### src/rtl/pipeline_hazard_sequencer_pkg.sv
// Shared types for the pipeline hazard sequencer: state encoding, register
// number width, shadow scoreboard entry and the NOP entry written on squash.
package pipeline_hazard_sequencer_pkg;

    localparam int REG_W = 5;
    localparam int CNT_W = 2;

    typedef enum logic [1:0] {
        RUN      = 2'd0,
        FLUSH    = 2'd1,
        MEM_WAIT = 2'd2
    } state_t;

    typedef struct packed {
        logic             valid;
        logic [REG_W-1:0] dest;
        logic             wb_en;
        logic             mem_read;
    } sb_entry_t;

    // A squashed slot carries no write-back and no load, so it never hits.
    localparam sb_entry_t SB_NOP = '{valid: 1'b0, dest: '0, wb_en: 1'b0, mem_read: 1'b0};

endpackage

### src/rtl/pipeline_hazard_sequencer_hazard_compare.sv
// Compares the ID-stage source registers against one in-flight scoreboard entry.
// Register 0 is hardwired, so a write to it never creates a dependency.
module hazard_compare
    import pipeline_hazard_sequencer_pkg::*;
(
    input  sb_entry_t        entry,
    input  logic [REG_W-1:0] src1,
    input  logic [REG_W-1:0] src2,
    input  logic             src2_used,
    output logic             hit
);

    always_comb begin
        hit = entry.valid && entry.wb_en && (entry.dest != '0) &&
              ((entry.dest == src1) || (src2_used && (entry.dest == src2)));
    end

endmodule

### src/rtl/pipeline_hazard_sequencer.sv
// Hazard/flush/freeze sequencer beside the ID stage.
//   state    | meaning
//   RUN      | normal flow, stalls on data hazards
//   FLUSH    | squashing younger instructions after a taken branch
//   MEM_WAIT | data memory busy, whole pipeline frozen
module pipeline_hazard_sequencer
    import pipeline_hazard_sequencer_pkg::*;
#(
    parameter bit FORWARD_EN   = 1'b1,
    parameter int FLUSH_CYCLES = 2
) (
    input  logic             clk,
    input  logic             rst_n,
    input  logic             id_valid,
    input  logic [REG_W-1:0] id_src1,
    input  logic [REG_W-1:0] id_src2,
    input  logic             id_is_imm,
    input  logic             id_mem_write,
    input  logic             id_branch,
    input  logic [REG_W-1:0] id_dest,
    input  logic             id_wb_en,
    input  logic             id_mem_read,
    input  logic             exe_br_taken,
    input  logic             mem_busy,
    output logic             hold_pc,
    output logic             bubble_ex,
    output logic             flush_front,
    output logic             freeze_all,
    output logic [1:0]       state
);

    localparam logic [CNT_W-1:0] FLUSH_LOAD  = CNT_W'(FLUSH_CYCLES - 1);
    localparam bit               MULTI_FLUSH = (FLUSH_CYCLES > 1);

    state_t           state_q, state_d;
    logic [CNT_W-1:0] cnt_q, cnt_d, remain;
    logic             pending_q, pending_d;
    sb_entry_t        ex_q, mem_q, ex_d;
    logic             src2_used, hit_ex, hit_mem, hazard;

    hazard_compare u_cmp_ex (
        .entry     (ex_q),
        .src1      (id_src1),
        .src2      (id_src2),
        .src2_used (src2_used),
        .hit       (hit_ex)
    );

    hazard_compare u_cmp_mem (
        .entry     (mem_q),
        .src1      (id_src1),
        .src2      (id_src2),
        .src2_used (src2_used),
        .hit       (hit_mem)
    );

    always_comb begin
        src2_used   = !id_is_imm || id_mem_write || id_branch;
        hazard      = FORWARD_EN ? (hit_ex && ex_q.mem_read) : (hit_ex || hit_mem);
        freeze_all  = mem_busy || ((state_q == MEM_WAIT) && mem_busy);
        flush_front = !freeze_all && (exe_br_taken || (state_q == FLUSH) || pending_q);
        bubble_ex   = hazard && id_valid && !freeze_all && !flush_front;
        hold_pc     = bubble_ex || freeze_all;
        state       = state_q;
        ex_d        = (bubble_ex || flush_front) ? SB_NOP :
                      '{valid: id_valid, dest: id_dest, wb_en: id_wb_en, mem_read: id_mem_read};
    end

    // A FLUSH interrupted by a freeze is parked as pending; the count it keeps
    // includes the frozen slot, which the release cycle then consumes.
    always_comb begin
        state_d   = state_q;
        cnt_d     = cnt_q;
        pending_d = pending_q;
        remain    = '0;

        if (freeze_all) begin
            if (exe_br_taken || (state_q == FLUSH)) pending_d = 1'b1;
        end else if (flush_front) begin
            pending_d = 1'b0;
        end

        case (state_q)
            RUN: begin
                if (mem_busy) begin
                    state_d = MEM_WAIT;
                end else if (exe_br_taken && MULTI_FLUSH) begin
                    state_d = FLUSH;
                    cnt_d   = FLUSH_LOAD;
                end
            end
            FLUSH: begin
                if (mem_busy) begin
                    state_d = MEM_WAIT;
                end else begin
                    if (cnt_q != '0) cnt_d = cnt_q - CNT_W'(1);
                    if (cnt_q <= CNT_W'(1)) state_d = RUN;
                end
            end
            MEM_WAIT: begin
                if (!mem_busy) begin
                    if (pending_q || exe_br_taken) begin
                        remain  = (cnt_q != '0) ? (cnt_q - CNT_W'(1)) : FLUSH_LOAD;
                        cnt_d   = remain;
                        state_d = (remain != '0) ? FLUSH : RUN;
                    end else begin
                        state_d = RUN;
                    end
                end
            end
            default: state_d = RUN;
        endcase
    end

    always_ff @(posedge clk) begin
        if (!rst_n) begin
            state_q   <= RUN;
            cnt_q     <= '0;
            pending_q <= 1'b0;
            ex_q      <= SB_NOP;
            mem_q     <= SB_NOP;
        end else begin
            state_q   <= state_d;
            cnt_q     <= cnt_d;
            pending_q <= pending_d;
            if (!freeze_all) begin
                mem_q <= ex_q;
                ex_q  <= ex_d;
            end
        end
    end

endmodule

### config.mk
export PLATFORM = sky130hd
export DESIGN_NAME = pipeline_hazard_sequencer
export DESIGN_NICKNAME = d
export VERILOG_FILES = /design/src/rtl/pipeline_hazard_sequencer_pkg.sv /design/src/rtl/pipeline_hazard_sequencer_hazard_compare.sv /design/src/rtl/pipeline_hazard_sequencer.sv
export SDC_FILE = /design/constraint.sdc
export NUM_CORES = 1
export LEC_CHECK = 0
export BUFFER_PORTS_ARGS = -buffer_cell sky130_fd_sc_hd__buf_2
export CORE_UTILIZATION = 25
export CTS_CLUSTER_SIZE = 40
export DETAILED_ROUTE_END_ITERATION = 6
export REMOVE_ABC_BUFFERS = 1
export SYNTH_ARGS = -nofsm -noshare
export SYNTH_HDL_FRONTEND = slang
export SYNTH_SLANG_ARGS = --single-unit
### constraint.sdc
create_clock -name clk -period 2.2 [get_ports clk]
set_clock_uncertainty 0.15 [all_clocks]
set_input_delay 0.22 -clock clk [delete_from_list [all_inputs] [get_ports clk]]
set_output_delay 0.22 -clock clk [all_outputs]
set_load 0.01 [all_outputs]
* Word-level counts from Yosys, hierarchy flattened
Cells that the tools add are included.
** Word-level totals
- Register bits after elaboration :: 13
- Output and inout port bits :: 6
- Logic and storage cells :: 72
** Cells by class
- Add/sub/neg operators :: 1
- Order comparisons :: 1
- Equality and inequality tests :: 13
- Multiplexer cells :: 19
- Reductions and logical operators :: 31
** Operators by type and width (count)
- two-way mux 2 bit :: 11
- one-hot mux 2 bit (3 select lines) :: 2
- == test 5 bit :: 2
- logical AND 1 bit :: 10
- logical OR 1 bit :: 9
- two-way mux 8 bit :: 1
- != test 2 bit (second input constant) :: 4
- AND reduction 7 bit :: 1
- != test 2 x 1 -> 1 bit (second input constant) :: 3
- nonzero test 2 bit :: 3
- two-way mux 1 bit :: 5
- nonzero test 5 bit :: 1
- zero test 1 bit :: 3
- != test 3 x 2 -> 1 bit (second input constant) :: 1
- != test 3 bit (second input constant) :: 1
- AND reduction 3 bit :: 1
- nonzero test 3 bit :: 1
- == test 2 x 1 -> 1 bit (second input constant) :: 1
- == test 2 bit (second input constant) :: 1
- less-or-equal comparator 2 x 1 -> 1 bit (second input constant) :: 1
- zero test 2 bit :: 1
- AND reduction 2 bit :: 1
- subtractor 2 x 1 -> 2 bit (second input constant) :: 1

* Logic depth before layout (Yosys ltp)
Gate-level depths: netlist of the first run.
- Depth in word-level cells :: 12
- Mapped depth :: 7

* Cells and area by module
From an unflattened synthesis of the first run, not the netlist that was laid out.
** Unflattened totals
- Cells, all modules :: 114
- Area total of the unflattened synthesis :: 927.1 µm²
** By module, submodules not included
- pipeline_hazard_sequencer :: times used 1, cells each 97, area each 793.3 µm², seq. area each 260.2 µm²
- hazard_compare :: times used 1, cells each 17, area each 133.9 µm², seq. area each 0.0 µm²

* Worst setup path before layout of the first run
Ideal clock, no wire load.
- Kind :: reg-to-reg
- From :: register state_q[1], in the netlist state[1]
- To :: register state_q[0], in the netlist state[0]
- Data arrival time :: 1541 ps
- Data required time :: 1934 ps
- Slack :: 393 ps
- Stages on the path, launching flop included :: 8
- Buffers on the path :: 0
- Cells stage by stage :: dfxtp_1 > inv_1 > ha_1 > nor2b_1 > a221o_2 > o21ai_0 > mux2i_1 > nor2b_1
** Between the ends
- Longest elaborated chain between the ends :: 3
- Elaborated cells on any way between the ends :: 8
- Classes of those cells :: eq/ne (5); mux (1); reduce/logical (2)
** Ends and longest elaborated chain
- start: declaration :: RTL line pipeline_hazard_sequencer.sv:35 : state_t state_q, state_d;
- start signal: assignment :: RTL line pipeline_hazard_sequencer.sv:123 : state_q <= state_d;
- == test 2 x 1 -> 1 bit (tied with other cells) :: RTL line pipeline_hazard_sequencer.sv:83 : case (state_q)
- != test 3 x 2 -> 1 bit (no line) (tied with other cells)
- AND reduction 3 bit (no line)
Parallel ways exist; a longest one is shown, timed or not.
A chain may end at the register's enable or synchronous reset.

* Worst setup path in the final report of the first run
- From :: register state_q[1], in the netlist state[1]
- To :: output hold_pc
** Between the ends
- Longest elaborated chain between the ends :: 8
- Elaborated cells on any way between the ends :: 12
- Classes of those cells :: eq/ne (2); reduce/logical (10)
** Ends and longest elaborated chain
- == test 2 bit :: RTL line pipeline_hazard_sequencer.sv:60 : freeze_all = mem_busy || ((state_q == MEM_WAIT) && mem_busy);
- logical AND 1 bit :: RTL line pipeline_hazard_sequencer.sv:60
- logical OR 1 bit :: RTL line pipeline_hazard_sequencer.sv:60
- zero test 1 bit
- logical AND 1 bit :: RTL line pipeline_hazard_sequencer.sv:61 : flush_front = !freeze_all && (exe_br_taken || (state_q == FLUSH) || pending_q);
- zero test 1 bit :: RTL line pipeline_hazard_sequencer.sv:62 : bubble_ex = hazard && id_valid && !freeze_all && !flush_front;
- logical AND 1 bit :: RTL line pipeline_hazard_sequencer.sv:62
- logical OR 1 bit (*) :: RTL line pipeline_hazard_sequencer.sv:63 : hold_pc = bubble_ex || freeze_all;
- end: declaration :: RTL line pipeline_hazard_sequencer.sv:25 : output logic hold_pc,
Mark *: on every way between the ends. The rest lies on a longest branch, timed or not.

==> results of run 1 <==
-- power by group --
group / internal, uW / switching, uW
logic: 100 / 105
registers: 253 / 21.9
clock network: 70.4 / 84.3
-- cell usage in the layout, fill, tap and decap left out, types with 2 or more instances in the layout --
cell type      count
nand4_1            2
a22o_1             8
xnor2_1           10
o21a_1             2
nor2_1             7
dfxtp_1           13
ha_1               6
nand3_1            2
nor2b_1            3
dlygate4sd3_1      5
buf_2             30
inv_1              8
nand2_1            6
a21oi_1            3
o21ai_0            4
clkbuf_4           3
nor3_1             2
-- state kept, by name, summed over array words and instances (netlist names) --
| register | count |
|---|---|
| pending_q | 1 |
| cnt_q | 2 |
| state | 2 |
| ex_q | 8 |
-- critical path, cell delays in order (launching register included) --
cell and delay (ns):
dfxtp_1 0.39, inv_1 0.09, ha_2 0.22, or3_1 0.38, o21ai_0 0.19, buf_2 0.16
-- area by class of cell --
| type | count | share of cell area |
|---|---|---|
| multi-input combinational | 74 | 0.4939 |
| sequential | 13 | 0.2293 |
| timing repair buffer | 35 | 0.1764 |
| tap | 46 | 0.05072 |
| inverter | 8 | 0.02646 |
| clock buffer | 4 | 0.02315 |
-- per-layer routing --
layer,track usage,vias to the layer above
li1,-,411
met1,0.1394,361
met2,0.2512,28
met3,0.04051,4
met4,0.03896,0
met5,0,-
-- logic make-up (layout without fill, tap and decap cells) --
family | count (synthesis) | count (layout) | synth area share
muxes | 1 | 1 | 0.01154
DFF | 13 | 13 | 0.3001
buffers and inverters | 11 | 47 | 0.06349
AOI/OAI and AO/OA | 26 | 26 | 0.2309
adders and majority gates | 7 | 7 | 0.1010
and+or+nand+nor | 30 | 30 | 0.1919
xor gates and xnor gates | 10 | 10 | 0.1010
-- per-stage QoR --
step                      cell area, um2  hold slack, ns  total power (uW)
after CTS                           1126        0.002747             644.2
after global routing                1135        0.008566             678.7
final                               1135         0.01607             635.3
after global placement              1050          0.2872             465.8
after floorplan                    842.1          0.1878             406.6
after detailed placement            1050          0.2880             476.2
-- repair_timing --
| action | in CTS | in global routing |
|---|---|---|
| hold buffers | 5 | 0 |
| endpoints found under the setup margin | 0 | 1 |
| gates resized for setup | 0 | 2 |
| endpoints found under the hold margin | 5 | 0 |
-- final timing paths --
check / startpoint / end / cells past startpoint
worst max-delay path: state[1]$_SDFFE_PN0P_ / hold_pc / 5
worst max register to register: state[1]$_SDFFE_PN0P_ / state[0]$_SDFFE_PN0P_ / 7
worst min register to register: ex_q[7]$_SDFFE_PN0N_ / ex_q[7]$_SDFFE_PN0N_ / 1
worst min-delay path: id_dest[4] / ex_q[6]$_SDFFE_PN0N_ / 2
==> summary.md, run 1 <==
| Metric | Value |
|---|---|
| Status | finished clean |
| Met1 wire length | 959 um |
| N_diodes | 0 |
| Post-Layout Cell Count | 180 |
| Sequential area share after synthesis | 0.3001 |
| Layout cell share with drive strength beyond 1 | 0.3134 |
| CTS tree | done |
| DR DRC count | 0 |
| Syn. warnings | 0 |
| Layout Utilization | 0.3401 |
| Synth unique cells | 34 |
| Die Area | 0.003708 mm2 |
| Chip width | 60.89 um |
| Antenna violations before repair | 0 |
| Dpl hpwl | around 1700 um |
| Register bit total from synthesis | 13 |
| Register Area | approximately 260 um2 |
| Element type at the critical path end | output port |
| Pre-Repair DR Iteration Count | 4 |
| Top cell type's share of synthesized area | 0.3001 |
| Root Driver | clkbuf_4 |
| Wire length on met3 | 130 um |
| Most frequently used flop master after synthesis | dfxtp_1 |
| Core ar. | 0.003337 mm2 |
| Initial DRC Count | 14 |
| PortBufs | 30 |
| Gpl congestion | between 0.7 and 0.8 |
| Clk buf depth | 2 |
| Starting Density | 0.2598 |
| RSZ-0062 raised after global routing | no |
| Post-Syn Area | 867.1 um2 |
| Finish-stage setup viols | 0 |
| Drt wl/cell | 12.16 um |
| Mean Syn Cell Area | just under 9 um2 |
| H-tree Lvls | 1 |
| Worst EP required | 1.83 ns |
| Post-Route WL | about 2200 um |
| I/O Pins | 31 |
| Slew HR | 0.7843 |
| Largest net degree at the start of global routing | 10 |
| Pleak | 0.0004808 uW |
| Slew @ Worst Pin | 0.3201 ns |
| Top sig layer | met4 |
| Startpoint Class | register |
| Final setup TNS | 0 ns |
| EDFF count, synth | 0 |
| Worst slack at placement | between 0.3 and 0.4 ns |
| ANT nets after route | 0 |
| Highest clock rate | 479.2 MHz |
| Final nets | between 150 and 200 |
| Multi-input logic area | 560.5 um2 |
| Critical path peak fanout | 7 |
| Vias per cell | 4.467 |
| DP Cell Count | between 150 and 200 |
| Post-synth top cells | dfxtp_1, xnor2_1, a22o_1, inv_1 |
| Max VDD drop | 0.0002894 V |
| Critical path type | reg2out |
| Post-CTS setup repair buffer count | 0 |
| # rows | 21 |
| Max-slew violation count | 0 |
| DR vias | 804 |
| Worst-path clk slew | around 0.090 ns |
| Yosys top cell by area | dfxtp_1 |
| Max Cap Viol | 0 |
| Post-layout min period | 2.087 ns |
| Synth-to-Final Area Change | 30.88% |
| Worst-Skew Late Latency | 0.28 ns |
| Post-synthesis cell count | 98 |
| Vias in the first global route | 830 |
| PwrDens | 559.9 mW/mm2 |
| Final WS setup | 0.1130 ns |
| Dominant cells by area after synthesis | dfxtp_1, ha_1, xnor2_1 |
| Clk sinks | 13 |
| Worst EP arrival | about 1.7 ns |
| Detail Route met2 WL | 1080 um |
| Fin. Hold Viols | 0 |
| Fill cells | 368 |
| Hold WC Path Type | in2reg |
| Inserted Clock Buffers | 3 |
| R2R Setup Slk | 0.32 ns |
| Total track usage | 0.1324 |
| Overflow left after global routing | 0 |
| Chip height | between 60 and 70 um |
| First-pass GRT wire length | 3546 um |
| Fraction of registers with async set or reset after synthesis | 0 |
| Count leader, synth | dfxtp_1 |
| Crit share post-route | 0.9486 |
Power figures use the tool's default switching activity.
==> run 2, diff against run 1 <==
- GPL_TIMING_DRIVEN: not set -> 0
==> summary.md, run 2 (synthesis results as in run 1) <==
| Metric | Value |
|---|---|
| Clk buf depth | 2 (unchanged) |
| Slowest stage cell on the critical path | or3_1 |
| Commonest non-fill, non-tap cell in the layout | buf_2 |
| Pre-Repair DR Iteration Count | 4 (unchanged) |
| PwrDens | 549.9 mW/mm2 (-1.8%) |
| R2R Setup Slk | 0.33 ns (about the same) |
| Worst-Skew Late Latency | 0.28 ns (about the same) |
| Worst slack at placement | 0.2927 ns (-0.02643 ns) |
| Final WS setup | 0.1450 ns (+0.03203 ns) |
| Drt wl/cell | 12.12 um (-0.33%) |
| Slew @ Worst Pin | 0.3357 ns (+0.01563 ns) |
| Initial DRC Count | 17 (+3) |
| Commonest non-fill, non-tap cells in the layout | buf_2, dfxtp_1, xnor2_1, inv_1, a22o_1 |
| Chip height | 60.89 um (unchanged) |
| Max Cap Viol | 0 (unchanged) |
| WP buf/inv | 2 (unchanged) |
| Finish-stage setup viols | 0 (unchanged) |
| Inserted Clock Buffers | 3 (unchanged) |
| Switching part of the total | 0.3290 (-0.003470) |
| Starting Density | 0.2598 (unchanged) |
| RR Startpoint | state[1]$_SDFFE_PN0P_ |
| Worst Hold End | ex_q[7]$_SDFFE_PN0N_ |
| Dpl hpwl | 1625 um (-2.7%) |
| Register share of total power | 0.434 (about the same) |
| P_int | 425.7 uW (+0.36%) |
| Post-CTS setup repair buffer count | 0 (unchanged) |
| Max reg flops | 8 (unchanged) |
| Hold path cells | 2 (unchanged) |
| Worst EP arrival | 1.68 ns (-0.04 ns) |
| Critical path peak fanout | 7 (unchanged) |
| Element type at the critical path end | output port |
| Core ar. | 0.003337 mm2 (unchanged) |
| Vias per cell | 4.478 (+0.25%) |
| Status | finished clean |
| Slew HR | 0.7738 (-0.01053) |
| Final setup TNS | 0 ns (unchanged) |
| Fin. Hold Viols | 0 (unchanged) |
| PortBufs | 30 (unchanged) |
| Synth-to-Final Area Change | 33.05% |
| Clk network pwr share | 0.243 (about the same) |
| Switching pwr | 208.7 uW (-1.2%) |
| Highest clock rate | 486.6 MHz (+1.6%) |
| Overflow left after global routing | 0 (unchanged) |
| Total track usage | 0.1311 (-0.001270) |
| Post-layout min period | 2.055 ns (-0.03203 ns) |
| CTS tree | done |
| Die Area | 0.003708 mm2 (unchanged) |
| Final nets | 169 (+1.2%) |
| DR DRC count | 0 (unchanged) |
| Max VDD drop | 0.0002374 V (-18%) |
| First-pass GRT wire length | 3588 um (+1.2%) |
| RSZ-0062 raised after global routing | no |
| H-tree Lvls | 1 (unchanged) |
| Biggest register | ex_q |
| Hold Startpoint | id_valid |
| DR vias | 815 (+1.4%) |
| Max-slew violation count | 0 (unchanged) |
| Largest net degree at the start of global routing | 10 (unchanged) |
| Worst-path clk slew | 0.09 ns (about the same) |
| Critical path's largest stage delay | 0.40 ns (about the same) |
| Startpoint Class | register |
| # rows | 21 (unchanged) |
| Gpl congestion | 0.7595 (+1.1%) |
| Post-DP Area | 0.001050 mm2 (unchanged) |
| Critical path, cell by cell | inv_1, ha_1, or3_1, o21ai_0, buf_2 |
| Antenna violations before repair | 0 (unchanged) |
| Post-route cell area | 0.001154 mm2 (+1.7%) |
| Worst EP required | 1.83 ns (about the same) |
| Worst reg2reg path depth | 7 (unchanged) |
| Crit share post-route | 0.9341 (-0.01456) |
| I/O Pins | 31 (unchanged) |
| Pleak | 0.0004909 uW (+2.1%) |
| ANT nets after route | 0 (unchanged) |
| Combinational power share | 0.323 (about the same) |
| Vias in the first global route | 895 (+7.8%) |
| Layout cell share with drive strength beyond 1 | 0.3088 (-0.004609) |
| Critical path type | reg2out |
| Root Driver | clkbuf_4 |
| Chip width | 60.89 um (unchanged) |
| Post-Route WL | 2206 um (+0.78%) |
| Hold WC Path Type | in2reg |
| Worst path top cell family by delay | simple AND/OR/NAND/NOR gates |
| N_diodes | 0 (unchanged) |
| Reg-to-reg critical path endpoint | state[0]$_SDFFE_PN0P_ |
| Clk sinks | 13 (unchanged) |
run 2: cell type report:
cell class	count	area, um2
Clock buffer	4	26.28
Inverter	8	30.03
Timing Repair Buffer	37	220.2
Fill cell	384	2183
Sequential cell	13	261.5
Multi-Input combinational cell	74	558.0
Tap cell	46	57.56
run 2: how the worst max path moves through the flow:
| stage | from | end | slack (ns) | depth (start not counted) |
|---|---|---|---|---|
| after CTS | state[1]$_SDFFE_PN0P_ | hold_pc | 0.06 | 5 |
| after floorplan | state[1]$_SDFFE_PN0P_ | state[0]$_SDFFE_PN0P_ | 0.39 | 7 |
| after global routing | state[1]$_SDFFE_PN0P_ | hold_pc | 0.04 | 5 |
| final | state[1]$_SDFFE_PN0P_ | hold_pc | 0.15 | 5 |
| after global placement | state[1]$_SDFFE_PN0P_ | state[0]$_SDFFE_PN0P_ | 0.34 | 7 |
| after detailed placement | state[1]$_SDFFE_PN0P_ | state[0]$_SDFFE_PN0P_ | 0.29 | 7 |
run 2: through the flow:
| stage | hold WS, ns | instances | total power [uW] | util |
|---|---|---|---|---|
| after detailed placement | 0.2863 | 171 | 473.6 | 0.3146 |
| after floorplan | 0.1878 | 95 | 406.6 | - |
| after global routing | 0.03298 | 182 | 678.2 | 0.3457 |
| after global placement | 0.2848 | 171 | 463.3 | 0.3146 |
| after CTS | 0.01630 | 182 | 642.8 | 0.3435 |
| final | 0.01984 | 182 | 634.4 | 0.3457 |
run 2: worst register-to-register path, stage by stage, from the launching register on:
cell     delay (ns)
dfxtp_2        0.37
inv_1          0.08
ha_1           0.26
nor2b_1        0.16
a221o_2        0.32
o21ai_0        0.15
mux2i_1        0.23
nor2b_1        0.06
run 2: repair_timing:
action	in CTS	in global routing
resized for setup	0	2
hold buffers	7	0
endpoints found under the setup margin	0	1
endpoints found under the hold margin	7	0
run 2: routing by layer:
layer	part of all wire	up-vias	wire, um	global-route usage
met2	0.50	33	1097	0.2684
met4	0	0	0	0.009740
met5	0	-	0	0
met1	0.45	365	992	0.1344
li1	-	417	-	-
met3	0.053	0	117	0.03838
run 2: power by group through the flow:
stage / Sequential [uW] / Combinational (uW) / Clock [uW]
finish: 275 / 205 / 154
CTS: 275 / 205 / 164
global placement: 278 / 185 / 0
global route: 279 / 229 / 170
floorplan: 278 / 129 / 0
detailed placement: 280 / 193 / 0
==> run 3, diff against run 2 <==
- PLACE_DENSITY: not set -> 0.53
==> summary.md, run 3 (synthesis results as in run 1) <==
| Metric | Value |
|---|---|
| Status | finished clean |
| Chip height | 60.89 um (unchanged) |
| Detail Route met2 WL | 954 um (-13%) |
| Hold path cells | 2 (unchanged) |
| N_diodes | 0 (unchanged) |
| Worst-Skew Late Latency | 0.28 ns (about the same) |
| Vias per cell | 4.433 (-1.0%) |
| Final Power | 625.4 uW (-1.4%) |
| Critical path type | reg2out |
| Critical path peak fanout | 4 (-3) |
| Die Area | 0.003708 mm2 (unchanged) |
| Chip width | 60.89 um (unchanged) |
| Worst-path clk slew | 0.08 ns (about the same) |
| Layout cell share with drive strength beyond 1 | 0.3060 (-0.002853) |
| Worst reg2reg path depth | 7 (unchanged) |
| Post-Route WL | 2069 um (-6.2%) |
| R2R Setup Slk | 0.35 ns (+0.02 ns) |
| Final nets | 167 (-1.2%) |
| First-pass GRT wire length | 3332 um (-7.1%) |
| Post-layout min period | 2.059 ns (+0.004249 ns) |
| Dpl hpwl | 1620 um (-0.32%) |
| Max reg flops | 8 (unchanged) |
| Gpl congestion | 0.7584 (-0.14%) |
| Synth-to-Final Area Change | 30.16% |
| Core ar. | 0.003337 mm2 (unchanged) |
| Clk sinks | 13 (unchanged) |
| Finish-stage setup viols | 0 (unchanged) |
| Element type at the critical path end | output port |
| Wire length on met3 | 136 um (+16%) |
| # rows | 21 (unchanged) |
| Slew HR | 0.7635 (-0.01028) |
| Fin. Hold Viols | 0 (unchanged) |
| Clk network pwr share | 0.241 (-0.002) |
| Clk buf depth | 2 (unchanged) |
| Inserted Clock Buffers | 3 (unchanged) |
| Switching part of the total | 0.3245 (-0.004469) |
| Commonest non-fill, non-tap cell in the layout | buf_2 |
| Worst EP arrival | 1.69 ns (about the same) |
| Drt wl/cell | 11.49 um (-5.2%) |
| Fill cells | 365 (-4.9%) |
| Startpoint Class | register |
| Max VDD drop | 0.0002639 V (+11%) |
| PwrDens | 554.2 mW/mm2 (+0.78%) |
| Starting Density | 0.2598 (unchanged) |
| Vias in the first global route | 819 (-8.5%) |
| Post-Layout Cell Count | 180 (-1.1%) |
| Hold WC Path Type | in2reg |
| DR vias | 798 (-2.1%) |
| I/O Pins | 31 (unchanged) |
| Biggest register | ex_q |
| ANT nets after route | 0 (unchanged) |
| Register share of total power | 0.439 (+0.005) |
| Pre-Repair DR Iteration Count | 4 (unchanged) |
| Largest net degree at the start of global routing | 10 (unchanged) |
| Top sig layer | met3 |
| Antenna violations before repair | 0 (unchanged) |
| Pleak | 0.0004793 uW (-2.4%) |
| Worst EP required | 1.83 ns (about the same) |
| DR DRC count | 0 (unchanged) |
| P_int | 422.5 uW (-0.75%) |
| RSZ-0062 raised after global routing | no |
| DP Cell Count | 171 (unchanged) |
| Crit share post-route | 0.9360 (+0.001931) |
| Initial DRC Count | 22 (+5) |
| Switching pwr | 203.0 uW (-2.7%) |
| H-tree Lvls | 1 (unchanged) |
| Total track usage | 0.1217 (-0.009354) |
| Highest clock rate | 485.6 MHz (-0.21%) |
| Overflow left after global routing | 0 (unchanged) |
| Max-slew violation count | 0 (unchanged) |
| PortBufs | 30 (unchanged) |
| Post-CTS setup repair buffer count | 0 (unchanged) |
| Commonest non-fill, non-tap cells in the layout | buf_2, dfxtp_1, xnor2_1, inv_1, a22o_1 |
| CTS tree | done |
| Slew @ Worst Pin | 0.3547 ns (+0.01897 ns) |
| Final setup TNS | 0 ns (unchanged) |
| Max Cap Viol | 0 (unchanged) |
| Root Driver | clkbuf_4 |
| Combinational power share | 0.319 (-0.004) |
| Met1 wire length | 978 um (-1.4%) |
run 3: layer usage:
metal / vias to the layer above / global-route usage
li1: 412 / -
met1: 358 / 0.1329
met2: 28 / 0.2323
met3: 0 / 0.04478
met4: 0 / 0.009740
met5: - / 0
run 3: final cells by class:
class | count | area [um2] | share of cell area
Multi-Input combinational cell | 74 | 554.3 | 0.4911
Sequential cell | 13 | 260.3 | 0.2306
Timing Repair Buffer | 35 | 200.2 | 0.1774
Tap cell | 46 | 57.56 | 0.05100
Inverter | 8 | 30.03 | 0.02661
Clock buffer | 4 | 26.28 | 0.02328
run 3: repair_timing:
item / CTS / global route
hold buffers: 5 / 0
gates resized for setup: 0 / 1
endpoints found under the hold margin: 5 / 0
endpoints found under the setup margin: 0 / 2
run 3: final timing paths:
check / start / to
worst max-delay path: ex_q[4]$_SDFFE_PN0N_ / hold_pc
worst min register to register: ex_q[7]$_SDFFE_PN0N_ / ex_q[7]$_SDFFE_PN0N_
worst min-delay path: id_dest[2] / ex_q[4]$_SDFFE_PN0N_
worst max register to register: state[1]$_SDFFE_PN0P_ / state[0]$_SDFFE_PN0P_
run 3: power by group through the flow:
stage / Combinational, uW / Sequential [uW] / Clock (uW)
detailed placement: 193 / 280 / 0
CTS: 201 / 275 / 167
global route: 227 / 277 / 175
global placement: 187 / 278 / 0
floorplan: 129 / 278 / 0
finish: 200 / 275 / 151
run 3: per-stage QoR:
stage | utilization | worst slack, ns | hold slack, ns | cell area [um2]
4_1_cts | 0.3375 | 0.06848 | 0.0009153 | 1126
2_1_floorplan | - | 0.3929 | 0.1878 | 842.1
3_5_place_dp | 0.3146 | 0.3064 | 0.2879 | 1050
3_3_place_gp | 0.3146 | 0.3113 | 0.2810 | 1050
5_1_grt | 0.3382 | 0.03362 | 0.003628 | 1129
6_report | 0.3382 | 0.1408 | 0.01626 | 1129
run 3: critical path, cell delays in order (launching register included):
cell and delay (ns):
dfxtp_1 0.42, xnor2_1 0.14, nand4_1 0.11, o22ai_1 0.32, nand2_1 0.12, o21ai_0 0.14, buf_2 0.15
